## src/rtl/wb_test_mbox_pkg.sv

```systemverilog
// Shared definitions for the test-status mailbox: register map, bit positions,
// code reset values, monitor state encoding and a byte-enable merge helper.
package wb_test_mbox_pkg;

    localparam logic [3:0] REG_CHECK   = 4'd0;
    localparam logic [3:0] REG_CTRL    = 4'd1;
    localparam logic [3:0] REG_STATUS  = 4'd2;
    localparam logic [3:0] REG_FIFO    = 4'd3;
    localparam logic [3:0] REG_CODES   = 4'd4;
    localparam logic [3:0] REG_TIMEOUT = 4'd5;

    localparam int unsigned CTRL_MON_EN = 0;
    localparam int unsigned CTRL_IRQ_EN = 1;
    localparam int unsigned CTRL_CLR    = 2;

    localparam int unsigned STAT_STARTED   = 0;
    localparam int unsigned STAT_PASS      = 1;
    localparam int unsigned STAT_FAIL      = 2;
    localparam int unsigned STAT_EMPTY     = 3;
    localparam int unsigned STAT_FULL      = 4;
    localparam int unsigned STAT_OVF       = 5;
    localparam int unsigned STAT_LEVEL_LSB = 8;

    localparam logic [15:0] START_CODE_RST = 16'hAB60;
    localparam logic [15:0] PASS_CODE_RST  = 16'hAB6A;

    typedef enum logic [1:0] {
        MON_IDLE    = 2'd0,
        MON_STARTED = 2'd1,
        MON_PASS    = 2'd2,
        MON_FAIL    = 2'd3
    } mon_state_e;

    // Replace the bytes of old_val selected by sel with those of new_val
    function automatic logic [31:0] merge_bytes(input logic [31:0] old_val,
                                                input logic [31:0] new_val,
                                                input logic [3:0]  sel);
        logic [31:0] r;
        r = old_val;
        for (int i = 0; i < 4; i++) begin
            if (sel[i]) r[i*8 +: 8] = new_val[i*8 +: 8];
        end
        return r;
    endfunction

endpackage

```

## src/rtl/wb_test_mbox_fifo.sv

```systemverilog
// Synchronous debug-word FIFO; pushes when full and pops when empty are ignored.
module wb_test_mbox_fifo #(
    parameter int unsigned DEPTH = 8,
    parameter int unsigned WIDTH = 32
) (
    input  logic             clk,
    input  logic             rst,
    input  logic             clr,
    input  logic             push,
    input  logic             pop,
    input  logic [WIDTH-1:0] din,
    output logic [WIDTH-1:0] head_c,
    output logic             full_c,
    output logic             empty_c,
    output logic [4:0]       level
);

    localparam int unsigned AW = $clog2(DEPTH);
    localparam int unsigned CW = AW + 1;

    logic [WIDTH-1:0] mem [DEPTH];
    logic [AW-1:0]    wr_ptr;
    logic [AW-1:0]    rd_ptr;
    logic [CW-1:0]    count;
    logic             do_push_c;
    logic             do_pop_c;

    assign full_c    = (count == CW'(DEPTH));
    assign empty_c   = (count == '0);
    assign do_push_c = push & ~full_c;
    assign do_pop_c  = pop & ~empty_c;
    assign head_c    = mem[rd_ptr];
    assign level     = 5'(count);

    always_ff @(posedge clk or posedge rst) begin
        if (rst) begin
            wr_ptr <= '0;
            rd_ptr <= '0;
            count  <= '0;
        end else if (clr) begin
            wr_ptr <= '0;
            rd_ptr <= '0;
            count  <= '0;
        end else begin
            if (do_push_c) wr_ptr <= wr_ptr + AW'(1);
            if (do_pop_c)  rd_ptr <= rd_ptr + AW'(1);
            if (do_push_c && !do_pop_c)      count <= count + CW'(1);
            else if (do_pop_c && !do_push_c) count <= count - CW'(1);
        end
    end

    // Storage needs no reset; only the pointers define validity
    always_ff @(posedge clk) begin
        if (do_push_c) mem[wr_ptr] <= din;
    end

endmodule

```

## src/rtl/wb_test_mbox.sv

```systemverilog
// Wishbone test-status mailbox: checkbits register, start/pass/timeout monitor
// and a debug FIFO, acknowledged one cycle after each request.
module wb_test_mbox
    import wb_test_mbox_pkg::*;
#(
    parameter int unsigned FIFO_DEPTH = 8,
    parameter int unsigned TIMEOUT_W  = 16
) (
    input  logic        wb_clk_i,
    input  logic        wb_rst_i,
    input  logic        wb_cyc_i,
    input  logic        wb_stb_i,
    input  logic        wb_we_i,
    input  logic [3:0]  wb_adr_i,
    input  logic [31:0] wb_dat_i,
    input  logic [3:0]  wb_sel_i,
    output logic [31:0] wb_dat_o,
    output logic        wb_ack_o,
    output logic        wb_err_o,
    output logic [15:0] checkbits_o,
    output logic        pass_o,
    output logic        fail_o,
    output logic        irq_o
);

    logic [15:0]          check_q;
    logic [15:0]          start_code_q;
    logic [15:0]          pass_code_q;
    logic [TIMEOUT_W-1:0] timeout_q;
    logic [TIMEOUT_W-1:0] cnt_q;
    logic [TIMEOUT_W-1:0] cnt_d;
    logic                 mon_en_q;
    logic                 irq_en_q;
    logic                 ovf_q;
    mon_state_e           state_q;
    mon_state_e           state_d;

    logic        req_c;
    logic        mapped_c;
    logic        wr_c;
    logic        rd_c;
    logic        clr_c;
    logic        push_c;
    logic        pop_c;
    logic [31:0] rdata_c;
    logic [31:0] status_c;
    logic [31:0] merged_c;

    logic [31:0] fifo_head_c;
    logic        fifo_full_c;
    logic        fifo_empty_c;
    logic [4:0]  fifo_level;

    // A request is blocked during its own response cycle, so each is answered once
    assign req_c    = wb_cyc_i & wb_stb_i & ~wb_ack_o & ~wb_err_o;
    assign mapped_c = (wb_adr_i <= REG_TIMEOUT);
    assign wr_c     = req_c & mapped_c & wb_we_i;
    assign rd_c     = req_c & mapped_c & ~wb_we_i;
    assign merged_c = merge_bytes(rdata_c, wb_dat_i, wb_sel_i);
    assign clr_c    = wr_c & (wb_adr_i == REG_CTRL) & merged_c[CTRL_CLR];
    assign push_c   = wr_c & (wb_adr_i == REG_FIFO);
    assign pop_c    = rd_c & (wb_adr_i == REG_FIFO);
    assign checkbits_o = check_q;

    // Read mux; for the RW registers this is also the pre-write value
    always_comb begin
        status_c = '0;
        status_c[STAT_STARTED] = (state_q == MON_STARTED);
        status_c[STAT_PASS]    = (state_q == MON_PASS);
        status_c[STAT_FAIL]    = (state_q == MON_FAIL);
        status_c[STAT_EMPTY]   = fifo_empty_c;
        status_c[STAT_FULL]    = fifo_full_c;
        status_c[STAT_OVF]     = ovf_q;
        status_c[STAT_LEVEL_LSB +: 5] = fifo_level;

        rdata_c = '0;
        case (wb_adr_i)
            REG_CHECK:   rdata_c = {16'h0000, check_q};
            REG_CTRL: begin
                rdata_c[CTRL_MON_EN] = mon_en_q;
                rdata_c[CTRL_IRQ_EN] = irq_en_q;
            end
            REG_STATUS:  rdata_c = status_c;
            REG_FIFO:    rdata_c = fifo_empty_c ? 32'h0 : fifo_head_c;
            REG_CODES:   rdata_c = {pass_code_q, start_code_q};
            REG_TIMEOUT: rdata_c = 32'(timeout_q);
            default:     rdata_c = '0;
        endcase
    end

    always_ff @(posedge wb_clk_i or posedge wb_rst_i) begin
        if (wb_rst_i) begin
            wb_ack_o     <= 1'b0;
            wb_err_o     <= 1'b0;
            wb_dat_o     <= '0;
            check_q      <= '0;
            mon_en_q     <= 1'b0;
            irq_en_q     <= 1'b0;
            start_code_q <= START_CODE_RST;
            pass_code_q  <= PASS_CODE_RST;
            timeout_q    <= '0;
            ovf_q        <= 1'b0;
        end else begin
            wb_ack_o <= req_c & mapped_c;
            wb_err_o <= req_c & ~mapped_c;
            wb_dat_o <= rd_c ? rdata_c : 32'h0;
            if (wr_c) begin
                case (wb_adr_i)
                    REG_CHECK: check_q <= merged_c[15:0];
                    REG_CTRL: begin
                        mon_en_q <= merged_c[CTRL_MON_EN];
                        irq_en_q <= merged_c[CTRL_IRQ_EN];
                    end
                    REG_CODES: begin
                        start_code_q <= merged_c[15:0];
                        pass_code_q  <= merged_c[31:16];
                    end
                    REG_TIMEOUT: timeout_q <= merged_c[TIMEOUT_W-1:0];
                    default: ;
                endcase
            end
            if (clr_c)                      ovf_q <= 1'b0;
            else if (push_c && fifo_full_c) ovf_q <= 1'b1;
        end
    end

    // Monitor next state; clr overrides any transition in the same cycle
    always_comb begin
        state_d = state_q;
        cnt_d   = cnt_q;
        case (state_q)
            MON_IDLE: begin
                if (mon_en_q && (check_q == start_code_q)) begin
                    state_d = MON_STARTED;
                    cnt_d   = '0;
                end
            end
            MON_STARTED: begin
                if (cnt_q != '1) cnt_d = cnt_q + TIMEOUT_W'(1);
                if (!mon_en_q)                                       state_d = MON_IDLE;
                else if (check_q == pass_code_q)                     state_d = MON_PASS;
                else if ((timeout_q != '0) && (cnt_q == timeout_q))  state_d = MON_FAIL;
            end
            default: ;
        endcase
        if (clr_c) state_d = MON_IDLE;
    end

    always_ff @(posedge wb_clk_i or posedge wb_rst_i) begin
        if (wb_rst_i) begin
            state_q <= MON_IDLE;
            cnt_q   <= '0;
            pass_o  <= 1'b0;
            fail_o  <= 1'b0;
            irq_o   <= 1'b0;
        end else begin
            state_q <= state_d;
            cnt_q   <= cnt_d;
            pass_o  <= (state_q == MON_PASS);
            fail_o  <= (state_q == MON_FAIL);
            irq_o   <= irq_en_q & ((state_q == MON_PASS) | (state_q == MON_FAIL) | ovf_q);
        end
    end

    wb_test_mbox_fifo #(
        .DEPTH(FIFO_DEPTH),
        .WIDTH(32)
    ) u_fifo (
        .clk    (wb_clk_i),
        .rst    (wb_rst_i),
        .clr    (clr_c),
        .push   (push_c),
        .pop    (pop_c),
        .din    (wb_dat_i),
        .head_c (fifo_head_c),
        .full_c (fifo_full_c),
        .empty_c(fifo_empty_c),
        .level  (fifo_level)
    );

endmodule

```

## config.mk

```make
export PLATFORM = sky130hd
export DESIGN_NAME = wb_test_mbox
export DESIGN_NICKNAME = d
export VERILOG_FILES = /design/src/rtl/wb_test_mbox_pkg.sv /design/src/rtl/wb_test_mbox_fifo.sv /design/src/rtl/wb_test_mbox.sv
export SDC_FILE = /design/constraint.sdc
export NUM_CORES = 1
export LEC_CHECK = 0
export CAP_MARGIN = 20
export CORE_MARGIN = 2
export CORE_UTILIZATION = 45
export DETAILED_ROUTE_END_ITERATION = 8
export GPL_TIMING_DRIVEN = 0
export SYNTH_ARGS = -nofsm -noshare
export SYNTH_HDL_FRONTEND = slang
export SYNTH_SLANG_ARGS = --single-unit
```

## constraint.sdc

```tcl
create_clock -name wb_clk_i -period 5.8 [get_ports wb_clk_i]
set_input_delay 1.16 -clock wb_clk_i [delete_from_list [all_inputs] [get_ports wb_clk_i]]
set_output_delay 1.16 -clock wb_clk_i [all_outputs]
set_load 0.005 [all_outputs]
```

==> results of run 1 <==
## Yosys cell counts, types with 5 or more instances
cell,count
mux2i_1,45
a31oi_1,6
nor2b_1,14
mux2_2,30
o22a_1,12
nor2_1,73
ha_1,5
clkbuf_1,17
nor4_1,18
nand4_1,10
mux4_1,13
o211ai_1,9
nand3_1,15
xnor2_1,17
inv_1,18
a222oi_1,6
buf_2,25
and2_1,6
o21a_1,10
nor3_1,17
dfstp_2,16
a21oi_1,32
nand2_1,57
a22oi_1,5
xor2_1,38
edfxtp_1,256
buf_6,5
mux4_2,51
a41oi_1,5
o21ai_0,36
dfrtp_1,116
## path summary, 6_finish.rpt
| check | start | end | slack (ns) | cells after the start |
|---|---|---|---|---|
| worst max register to register | wb_err_o$_DFF_PP0_ | u_fifo.mem[5][20]$_DFFE_PP_ | 2.32 | 8 |
| worst min-delay path | start_code_q[6]$_DFFE_PP1P_ | start_code_q[6]$_DFFE_PP1P_ | 0.50 | 2 |
| worst min register to register | start_code_q[6]$_DFFE_PP1P_ | start_code_q[6]$_DFFE_PP1P_ | 0.50 | 2 |
| min in group asynchronous | wb_rst_i | wb_err_o$_DFF_PP0_ | 1.15 | 2 |
| worst max-delay path | wb_adr_i[2] | u_fifo.mem[5][20]$_DFFE_PP_ | 1.54 | 10 |
| max in group asynchronous | wb_rst_i | start_code_q[11]$_DFFE_PP1P_ | 3.85 | 3 |
## worst max-delay path, cell delays in order
cell	delay [ns]
clkdlybuf4s50_1	0.49
buf_2	0.24
nand4bb_1	0.26
nor4_2	0.28
nand2_1	0.34
inv_1	0.25
nand2_1	0.21
nor3b_2	0.82
buf_6	0.27
buf_6	0.18
## cell type report
cell class | instances | area share (%)
Sequential cell | 388 | 55.10
Multi-Input combinational cell | 601 | 26.19
Timing Repair Buffer | 125 | 6.549
Clock buffer | 45 | 5.366
Tap cell | 468 | 2.930
Clock inverter | 32 | 1.953
Buffer | 54 | 1.521
Inverter | 19 | 0.3819
Antenna cell | 1 | 0.01252
## stage by stage
stage | cells | setup TNS [ns] | instance area [um2] | setup slack [ns]
after global routing | 1732 | 0 | 19980 | 1.311
after global placement | 1626 | -756.55 | 18110 | -4.357
final | 1733 | 0 | 19980 | 1.545
after floorplan | 1062 | 0 | 16570 | 0.2131
after detailed placement | 1655 | 0 | 18520 | 0.9510
after CTS | 1732 | 0 | 19980 | 1.516
## layer usage
metal,up-vias,track usage [%],wire (um)
met2,319,36.33,20370
met3,55,3.421,2583
met4,0,6.622,990
met1,5214,33.26,18910
met5,-,0,0
li1,4467,-,-
## sequential cells by signal, summed over array words and instances, names as in the netlist, 4 cells and up
register      flops
checkbits_o      16
cnt_q            16
pass_code_q      16
start_code_q     16
timeout_q        16
u_fifo.count      4
u_fifo.mem      256
wb_dat_o         32
## logic make-up (layout without fill, tap and decap cells)
family / after synthesis / in the layout / share of synthesized area [%]
simple gates: 247 / 247 / 7.625
flops: 388 / 388 / 66.51
xor+xnor: 55 / 55 / 2.910
other cells: 0 / 1 / 0
buf+inv: 73 / 275 / 2.267
mux: 142 / 142 / 14.03
compound gates: 151 / 151 / 6.159
fa+ha+maj: 6 / 6 / 0.4988
## power breakdown
part / switching [mW] / total (mW) / internal [mW]
logic: 0.276 / 0.474 / 0.198
registers: 0.0776 / 3.09 / 3.01
clock network: 1.12 / 2.83 / 1.71
==> out/metrics.csv, run 1 <==
stage,metric,value,unit
route,WL/cell,24.73,um
yosys,syn_area_per_cell,15.59,um2
yosys,Mapped Cells,1062,
layout,footprint of the multi-input gates,5234,um2
route,Post-Route WL,42860,um
timing,clk_skew,0.01891,ns
placed_design,Post-DP HPWL,30460,um
timing,Final setup viols,0,
clock_tree,# clock sinks,388,
layout,area delta synth->final,20.71,%
clock_tree,clock-pin slew on the worst setup and hold paths,0.06,ns
layout,post-layout util,54.85,%
clock_tree,# resized after CTS,0,
critical_path,WS Path Type,in2reg,
status,status,"finished, final reports clean",
clock_tree,clock latency on the worst-skew pair,0.56,ns
timing,Fmax achieved,235.0,MHz
pwr,Leakage Power,7.218,nW
layout,"commonest non-fill, non-tap cell in the layout",edfxtp_1,
critical_path,critical path required time,6.07,ns
yosys,async set or reset register ratio after synthesis,34.02,%
critical_path,CP Max Fanout,10,
clock_tree,Num CTS Buffers,42,
clock_tree,CTS Hold Bufs,0,
pwr,Peak VDD IR,203.6,uV
placed_design,I/O Buffers,96,
floorplan,die width,195.8,um
clock_tree,H-Tree Depth,2,
timing,Final Max Tran Viols,0,
yosys,main area contributors after synthesis,"edfxtp_1, dfrtp_1, mux4_2, mux2i_1, dfstp_2",
clock_tree,clock root buffer,clkbuf_16,
placed_design,Placer Congestion,0.8590,
timing,post-route clock period utilization,73.36,%
floorplan,core area,36430,um2
floorplan,num ports,98,
global_routing,number of global-route vias before repair,10290,
critical_path,Crit. End Element,flop,
layout,"commonest non-fill, non-tap cells in the layout","edfxtp_1, dfrtp_1, clkdlybuf4s50_1, nor2_1, nand2_1",
route,Final ANT Viol Nets,0,
yosys,"EDFF count, synth",256,
hold_path,Min-Delay Path Class,reg2reg,
yosys,Synth Flop Type,edfxtp_1,
yosys,Yosys reg bits,388,
timing,Slew headroom,28.77,%
route,DR iter-0 viols,847,
critical_path,critical path arrival,4.52,ns
yosys,leading area contributor after synthesis,edfxtp_1,
route,DR DRC count,0,
global_routing,"Remaining Overflow, GRT",0,
route,Vias,10060,
flow_run,max cap viols,0,
timing,endpoints failing hold,0,
yosys,Synth Net Count,1113,
global_routing,GR Util All Layers,22.93,%
floorplan,Rows,70,
yosys,sequential share of the synthesized area,66.51,%
pwr,PnR Total Power,6.390,mW
timing,WHS,0.4961,ns
global_routing,initial antenna violation count,1,
timing,RSZ-0062 raised after global routing,no,
route,iteration count of the initial detailed-routing pass,7,
global_routing,global-route wire length before repair,65210,um
critical_path,critical path launch point type,input pin,
layout,Reg area,11010,um2
route,mean number of vias per cell,5.802,
floorplan,Die ar.,38340,um2
clock_tree,Post CTS Setup Buffer Count,0,
clock_tree,CTS tree,built,
yosys,Synth top area share,46.43,%
timing,worst slew pin tran,1.060,ns
floorplan,die height,195.8,um
floorplan,Initial Util,45.44,%
yosys,Post-Syn Area,16560,um2
global_routing,largest net degree at the start of global routing,86,
yosys,library cells used by synthesis,72,
timing,final worst path period need,4.255,ns
layout,FILL cells,2938,
pwr,P per Cell Area,319.8,nW/um2
layout,nets,1282,
yosys,synth warn,0,
clock_tree,Clock Path Buffers,3,
layout,layout cell share with drive strength beyond 1,20.49,%
(Power assumes the default switching activity.)
==> run 2: changes to the inputs <==
Settings changed: PLACE_DENSITY set to 0.65.
Clock period 5.8 ns to 3.8 ns, I/O delays scaled along.
==> run 2 against run 1 <==
Worst hold slack better by 0.0032 ns. Worst setup slack got worse by 1.3 ns. Utilization grew 0.77 points. Clock power increased by 64%. Design area increased by 1.4%. Register-to-register slack got worse by 1.7 ns. Highest routed layer unchanged. Flip-flop and latch count is the same. Non-clock buffer count increased by 5. Via count up 0.63%. Die area unchanged. Combinational power up 55%. Clock-buffer cell count grew 8.
==> out/metrics.csv, run 2 (synthesized netlist as in run 1, its figures left out) <==
stage,metric,value,unit,change
route,WL/cell,25.10,um,+1.5%
route,mean number of vias per cell,5.828,,+0.45%
layout,"commonest non-fill, non-tap cell in the layout",edfxtp_1,,
critical_path,WS Path Type,in2reg,,
layout,footprint of the multi-input gates,5268,um2,+0.65%
route,Final ANT Viol Nets,0,,unchanged
pwr,P per Cell Area,497.7,nW/um2,+56%
route,DR DRC count,0,,unchanged
timing,endpoints failing hold,0,,unchanged
timing,Final setup viols,0,,unchanged
global_routing,number of global-route vias before repair,10230,,-0.52%
critical_path,R2R Setup Slk,0.58,ns,-1.74 ns
floorplan,Initial Util,45.44,%,unchanged
floorplan,Die ar.,38340,um2,unchanged
timing,clk_skew,0.02419,ns,+0.005282 ns
layout,"Most flops, register",u_fifo.mem,,
floorplan,core area,36430,um2,unchanged
timing,Final Max Tran Viols,0,,unchanged
global_routing,initial antenna violation count,0,,-1
layout,FILL cells,2922,,-0.54%
pwr,Leakage Power,7.331,nW,+1.6%
route,Post-Route WL,43570,um,+1.7%
critical_path,critical path cell sequence,"clkdlybuf4s50_1, buf_2, nand4bb_1, nor4_2, nand2_1, inv_1, nand2_1, nor3b_4, buf_8, buf_8",,
flow_run,max cap viols,0,,unchanged
floorplan,num ports,98,,unchanged
clock_tree,clock-pin slew on the worst setup and hold paths,0.06,ns,about the same
route,iteration count of the initial detailed-routing pass,5,,-2
clock_tree,Num CTS Buffers,41,,-2.4%
layout,max reg flops,256,,unchanged
timing,RSZ-0062 raised after global routing,no,,
floorplan,Rows,70,,unchanged
critical_path,critical path required time,4.05,ns,-2.02 ns
global_routing,"Remaining Overflow, GRT",0,,unchanged
floorplan,die width,195.8,um,unchanged
placed_design,Placement Setup Slack,-0.8624,ns,-1.813 ns
critical_path,Slowest cell on crit path,clkdlybuf4s50_1,,
layout,layout cell share with drive strength beyond 1,21.21,%,+0.72 points
critical_path,cells on worst reg2reg path,8,,unchanged
clock_tree,Clock Path Buffers,3,,unchanged
critical_path,critical path arrival,3.84,ns,-0.68 ns
placed_design,I/O Buffers,96,,unchanged
timing,Slew headroom,31.94,%,+3.2 points
clock_tree,H-Tree Depth,2,,unchanged
clock_tree,clock root buffer,clkbuf_16,,
global_routing,largest net degree at the start of global routing,35,,-59%
clock_tree,CTS tree,built,,
status,status,"finished, final reports clean",,
pwr,Peak VDD IR,559.5,uV,+170%
timing,Fmax achieved,278.3,MHz,
clock_tree,clock latency on the worst-skew pair,0.56,ns,about the same
hold_path,Min-Delay Path Class,reg2reg,,
layout,nets,1286,,+0.31%
layout,area delta synth->final,22.39,%,
global_routing,GR Util All Layers,22.93,%,about the same
critical_path,worst stage delay on the critical path,0.53,ns,-0.29 ns
timing,final worst path period need,3.593,ns,
layout,Reg area,11010,um2,unchanged
global_routing,global-route wire length before repair,64890,um,-0.50%
layout,ANT cells,0,,-1
timing,worst slew pin tran,1.012,ns,-0.04708 ns
route,DR iter-0 viols,788,,-7.0%
layout,final cell count without fillers,1736,,+0.17%
critical_path,critical path launch point type,input pin,,
placed_design,dpl cells,1649,,-0.36%
layout,"commonest non-fill, non-tap cells in the layout","edfxtp_1, dfrtp_1, clkdlybuf4s50_1, nor2_1, nand2_1",,
hold_path,Hold Crit Depth,2,,unchanged
timing,final critical-path setup slack,0.2069,ns,-1.338 ns
clock_tree,# clock sinks,388,,unchanged
critical_path,CP Max Fanout,15,,+5
route,Vias,10120,,+0.63%
floorplan,die height,195.8,um,unchanged
layout,Top Registers,"u_fifo.mem: 256 flops, wb_dat_o: 32 flops",,
placed_design,Post-DP HPWL,30510,um,+0.17%
clock_tree,# resized after CTS,0,,unchanged
placed_design,Placer Congestion,0.9141,,+6.4%
critical_path,Crit. End Element,flop,,
timing,post-route clock period utilization,94.56,%,
-- run 2: path summary, 6_finish.rpt --
check,start,end
max in group asynchronous,wb_rst_i,pass_code_q[5]$_DFFE_PP1P_
worst min register to register,start_code_q[6]$_DFFE_PP1P_,start_code_q[6]$_DFFE_PP1P_
min in group asynchronous,wb_rst_i,cnt_q[3]$_DFFE_PP0P_
worst max register to register,wb_ack_o$_DFF_PP0_,u_fifo.mem[5][19]$_DFFE_PP_
worst max-delay path,wb_adr_i[2],u_fifo.mem[5][19]$_DFFE_PP_
worst min-delay path,start_code_q[6]$_DFFE_PP1P_,start_code_q[6]$_DFFE_PP1P_
-- run 2: cell type report --
| type | count | area share [%] |
|---|---|---|
| clock inverter | 23 | 2.118 |
| clock buffer | 53 | 5.736 |
| tap | 468 | 2.890 |
| sequential | 388 | 54.34 |
| timing repair buffer | 130 | 7.052 |
| buffer | 54 | 1.500 |
| inverter | 19 | 0.3705 |
| multi-input combinational | 601 | 26.00 |
-- run 2: stage by stage --
| step | util [%] | power, mW | hold slack (ns) | TNS, ns | area [um2] |
|---|---|---|---|---|---|
| floorplan | - | 5.206 | 0.4676 | -10.26 | 16600 |
| global placement | 49.80 | 5.491 | 0.4853 | -623.42 | 18140 |
| detailed placement | 51.02 | 5.521 | 0.4968 | -65.70 | 18590 |
| CTS | 55.49 | 10.13 | 0.5057 | 0 | 20220 |
| global route | 55.61 | 10.40 | 0.5222 | 0 | 20260 |
| finish | 55.61 | 10.09 | 0.4993 | 0 | 20260 |
-- run 2: report_power, final --
part	total, mW	switching, mW	internal, mW
clock	4.64	1.71	2.93
sequential	4.71	0.119	4.59
combinational	0.734	0.425	0.309
-- run 2: critical path, delay by kind of cell --
kind | cells | cell delay (ns)
simple gates | 5 | 1.57
buf+inv | 5 | 1.49
-- run 2: per-layer routing --
layer,track usage [%],part of all wire (%),vias to the layer above
met1,31.54,42,5205
met3,4.538,7.0,85
met4,6.958,2.8,0
li1,-,-,4466
met2,37.23,48,362
met5,0,0,-
-- run 2: what timing repair did --
item,CTS,global route
hold buffers,0,0
setup endpoints to repair,46,18
setup buffers,5,6
endpoints found under the hold margin,0,0
pin swaps,3,1
==> run 3: changes to the inputs <==
Settings changed: PLACE_DENSITY 0.65 to not set.
Clock period 3.8 ns to 3.43 ns, I/O delays scaled along.
==> run 3 against run 2 <==
Sequential power rose by 11%. Via count rose by 0.32%. Register-to-register slack got worse by 0.15 ns. Clock power rose by 4%. Flip-flop and latch count did not move. Utilization fell by 0.16 points. Total power rose by 7.5%. Design area fell by 0.28%. Global-route usage rose by 0.62 points. Combinational power rose by 11%. Critical path type unchanged.
==> out/metrics.csv, run 3 (synthesized netlist as in run 1, its figures left out) <==
stage,metric,value,unit,change
placed_design,Placement Setup Slack,-1.057,ns,-0.1945 ns
layout,area delta synth->final,22.04,%,
critical_path,RR Endpoint,u_fifo.mem[5][19]$_DFFE_PP_,,
placed_design,Placer Congestion,0.8932,,-2.3%
floorplan,Die ar.,38340,um2,unchanged
status,status,"finished, final reports clean",,
floorplan,Initial Util,45.44,%,unchanged
critical_path,R2R Setup Slk,0.43,ns,-0.15 ns
pwr,Peak VDD IR,340.5,uV,-39%
timing,final worst path period need,3.273,ns,
timing,Fmax achieved,305.6,MHz,
route,Post-Route WL,44050,um,+1.1%
timing,Slew headroom,24.33,%,-7.6 points
global_routing,global-route wire length before repair,66320,um,+2.2%
clock_tree,clock-pin slew on the worst setup and hold paths,0.06,ns,about the same
global_routing,GR Util All Layers,23.55,%,+0.62 points
critical_path,WS Path Type,in2reg,,
timing,worst slew pin tran,1.126,ns,+0.1131 ns
hold_path,Min-Delay Path Class,reg2reg,,
clock_tree,# clock sinks,388,,unchanged
timing,Final Max Tran Viols,0,,unchanged
layout,"commonest non-fill, non-tap cells in the layout","edfxtp_1, dfrtp_1, clkdlybuf4s50_1, nor2_1, nand2_1",,
timing,clk_skew,0.03743,ns,+0.01324 ns
global_routing,number of global-route vias before repair,10380,,+1.4%
critical_path,worst setup path endpoint,u_fifo.mem[5][19]$_DFFE_PP_,,
critical_path,reg2reg start,wb_ack_o$_DFF_PP0_,,
layout,nets,1287,,+0.078%
route,iteration count of the initial detailed-routing pass,5,,unchanged
clock_tree,CTS Hold Bufs,0,,unchanged
layout,final cell count without fillers,1738,,+0.12%
critical_path,Crit. End Element,flop,,
critical_path,critical path required time,3.70,ns,-0.35 ns
global_routing,"Remaining Overflow, GRT",0,,unchanged
layout,max reg flops,256,,unchanged
route,Vias,10150,,+0.32%
clock_tree,H-Tree Depth,2,,unchanged
route,Final ANT Viol Nets,0,,unchanged
layout,ANT cells,0,,unchanged
placed_design,Post-DP HPWL,30330,um,-0.59%
floorplan,num ports,98,,unchanged
route,WL/cell,25.35,um,+1.0%
floorplan,die height,195.8,um,unchanged
layout,"commonest non-fill, non-tap cell in the layout",edfxtp_1,,
floorplan,die width,195.8,um,unchanged
layout,layout cell share with drive strength beyond 1,20.63,%,-0.58 points
placed_design,I/O Buffers,96,,unchanged
clock_tree,clock root buffer,clkbuf_16,,
critical_path,CP Max Fanout,13,,-2
critical_path,critical path arrival,3.54,ns,-0.30 ns
clock_tree,CTS tree,built,,
timing,Final setup viols,0,,unchanged
global_routing,largest net degree at the start of global routing,36,,+2.9%
layout,"Most flops, register",u_fifo.mem,,
clock_tree,Clock Path Buffers,3,,unchanged
critical_path,Worst Setup SP,wb_adr_i[2],,
pwr,P per Cell Area,536.5,nW/um2,+7.8%
route,DR iter-0 viols,939,,+19%
layout,Top Registers,"u_fifo.mem: 256 flops, wb_dat_o: 32 flops",,
placed_design,dpl cells,1649,,unchanged
timing,endpoints failing hold,0,,unchanged
clock_tree,clock latency on the worst-skew pair,0.59,ns,+0.03 ns
route,DR DRC count,0,,unchanged
critical_path,cells on worst reg2reg path,8,,unchanged
timing,post-route clock period utilization,95.41,%,
route,mean number of vias per cell,5.840,,+0.20%
pwr,Leakage Power,7.295,nW,-0.49%
floorplan,Rows,70,,unchanged
floorplan,core area,36430,um2,unchanged
critical_path,critical path launch point type,input pin,,
timing,RSZ-0062 raised after global routing,no,,
timing,final critical-path setup slack,0.1574,ns,-0.04948 ns
flow_run,max cap viols,0,,unchanged
clock_tree,Num CTS Buffers,42,,+2.4%
global_routing,initial antenna violation count,0,,unchanged
-- run 3: cell types whose count changed in the layout (fill, tap and decap cells not counted), sizes merged --
cell / change
clkinvlp: -2
bufinv: -5
clkbuf: +5
clkinv: +5
inv: -1
-- run 3: worst min path at each step --
stage / depth (start not counted) / to / start
after floorplan: 1 / irq_o$_DFF_PP0_ / ovf_q$_DFFE_PP0P_
after global placement: 2 / start_code_q[6]$_DFFE_PP1P_ / start_code_q[6]$_DFFE_PP1P_
after detailed placement: 2 / start_code_q[6]$_DFFE_PP1P_ / start_code_q[6]$_DFFE_PP1P_
after CTS: 2 / start_code_q[6]$_DFFE_PP1P_ / start_code_q[6]$_DFFE_PP1P_
after global routing: 2 / start_code_q[13]$_DFFE_PP1P_ / start_code_q[13]$_DFFE_PP1P_
final: 2 / start_code_q[9]$_DFFE_PP1P_ / start_code_q[9]$_DFFE_PP1P_
-- run 3: worst max-delay path, stage by stage --
cell	delay, ns
clkdlybuf4s50_1	0.49
buf_2	0.23
nand4bb_1	0.29
nor4_4	0.29
nand2_2	0.26
inv_1	0.20
nand2_1	0.27
nor3b_4	0.37
buf_8	0.22
buf_8	0.20
-- run 3: metal layers --
layer	vias to the layer above	track usage, %	wire (um)
li1	4476	-	-
met2	336	36.64	20360
met4	0	8.838	1508
met5	-	0	0
met1	5254	33.65	19580
met3	84	3.902	2602
-- run 3: final cells by class --
type                            count  area (um2)
Clock inverter                     20       297.8
Fill cell                        2911       16230
Sequential cell                   388       11010
Tap cell                          468       585.6
Inverter                           19       75.07
Multi-Input combinational cell    601        5279
Buffer                             54       304.0
Clock buffer                       58        1192
Timing Repair Buffer              130        1461
-- run 3: metrics by stage --
stage	hold WS, ns	utilization (%)	TNS, ns	instance area [um2]	power, mW
CTS	0.5026	55.43	0	20200	10.92
finish	0.5038	55.46	0	20210	10.84
detailed placement	0.4942	51.07	-132.49	18610	6.120
global placement	0.4864	49.93	-499.15	18190	6.093
global route	0.5261	55.46	0	20210	11.20
floorplan	0.4676	-	0	16650	5.770
-- run 3: timing repair --
| action | 4_1_cts | 5_1_grt |
|---|---|---|
| gates resized for setup | 1 | 1 |
| endpoints found under the setup margin | 128 | 13 |
| cloned | 0 | 0 |
| buffers inserted | 11 | 0 |
| pin swaps | 4 | 1 |
-- run 3: power by group --
part           switching (mW)  total (mW)  internal [mW]
registers               0.132        5.22           5.09
clock network            1.90        4.81           2.91
logic                   0.471       0.812          0.341
total                    2.50        10.8           8.34
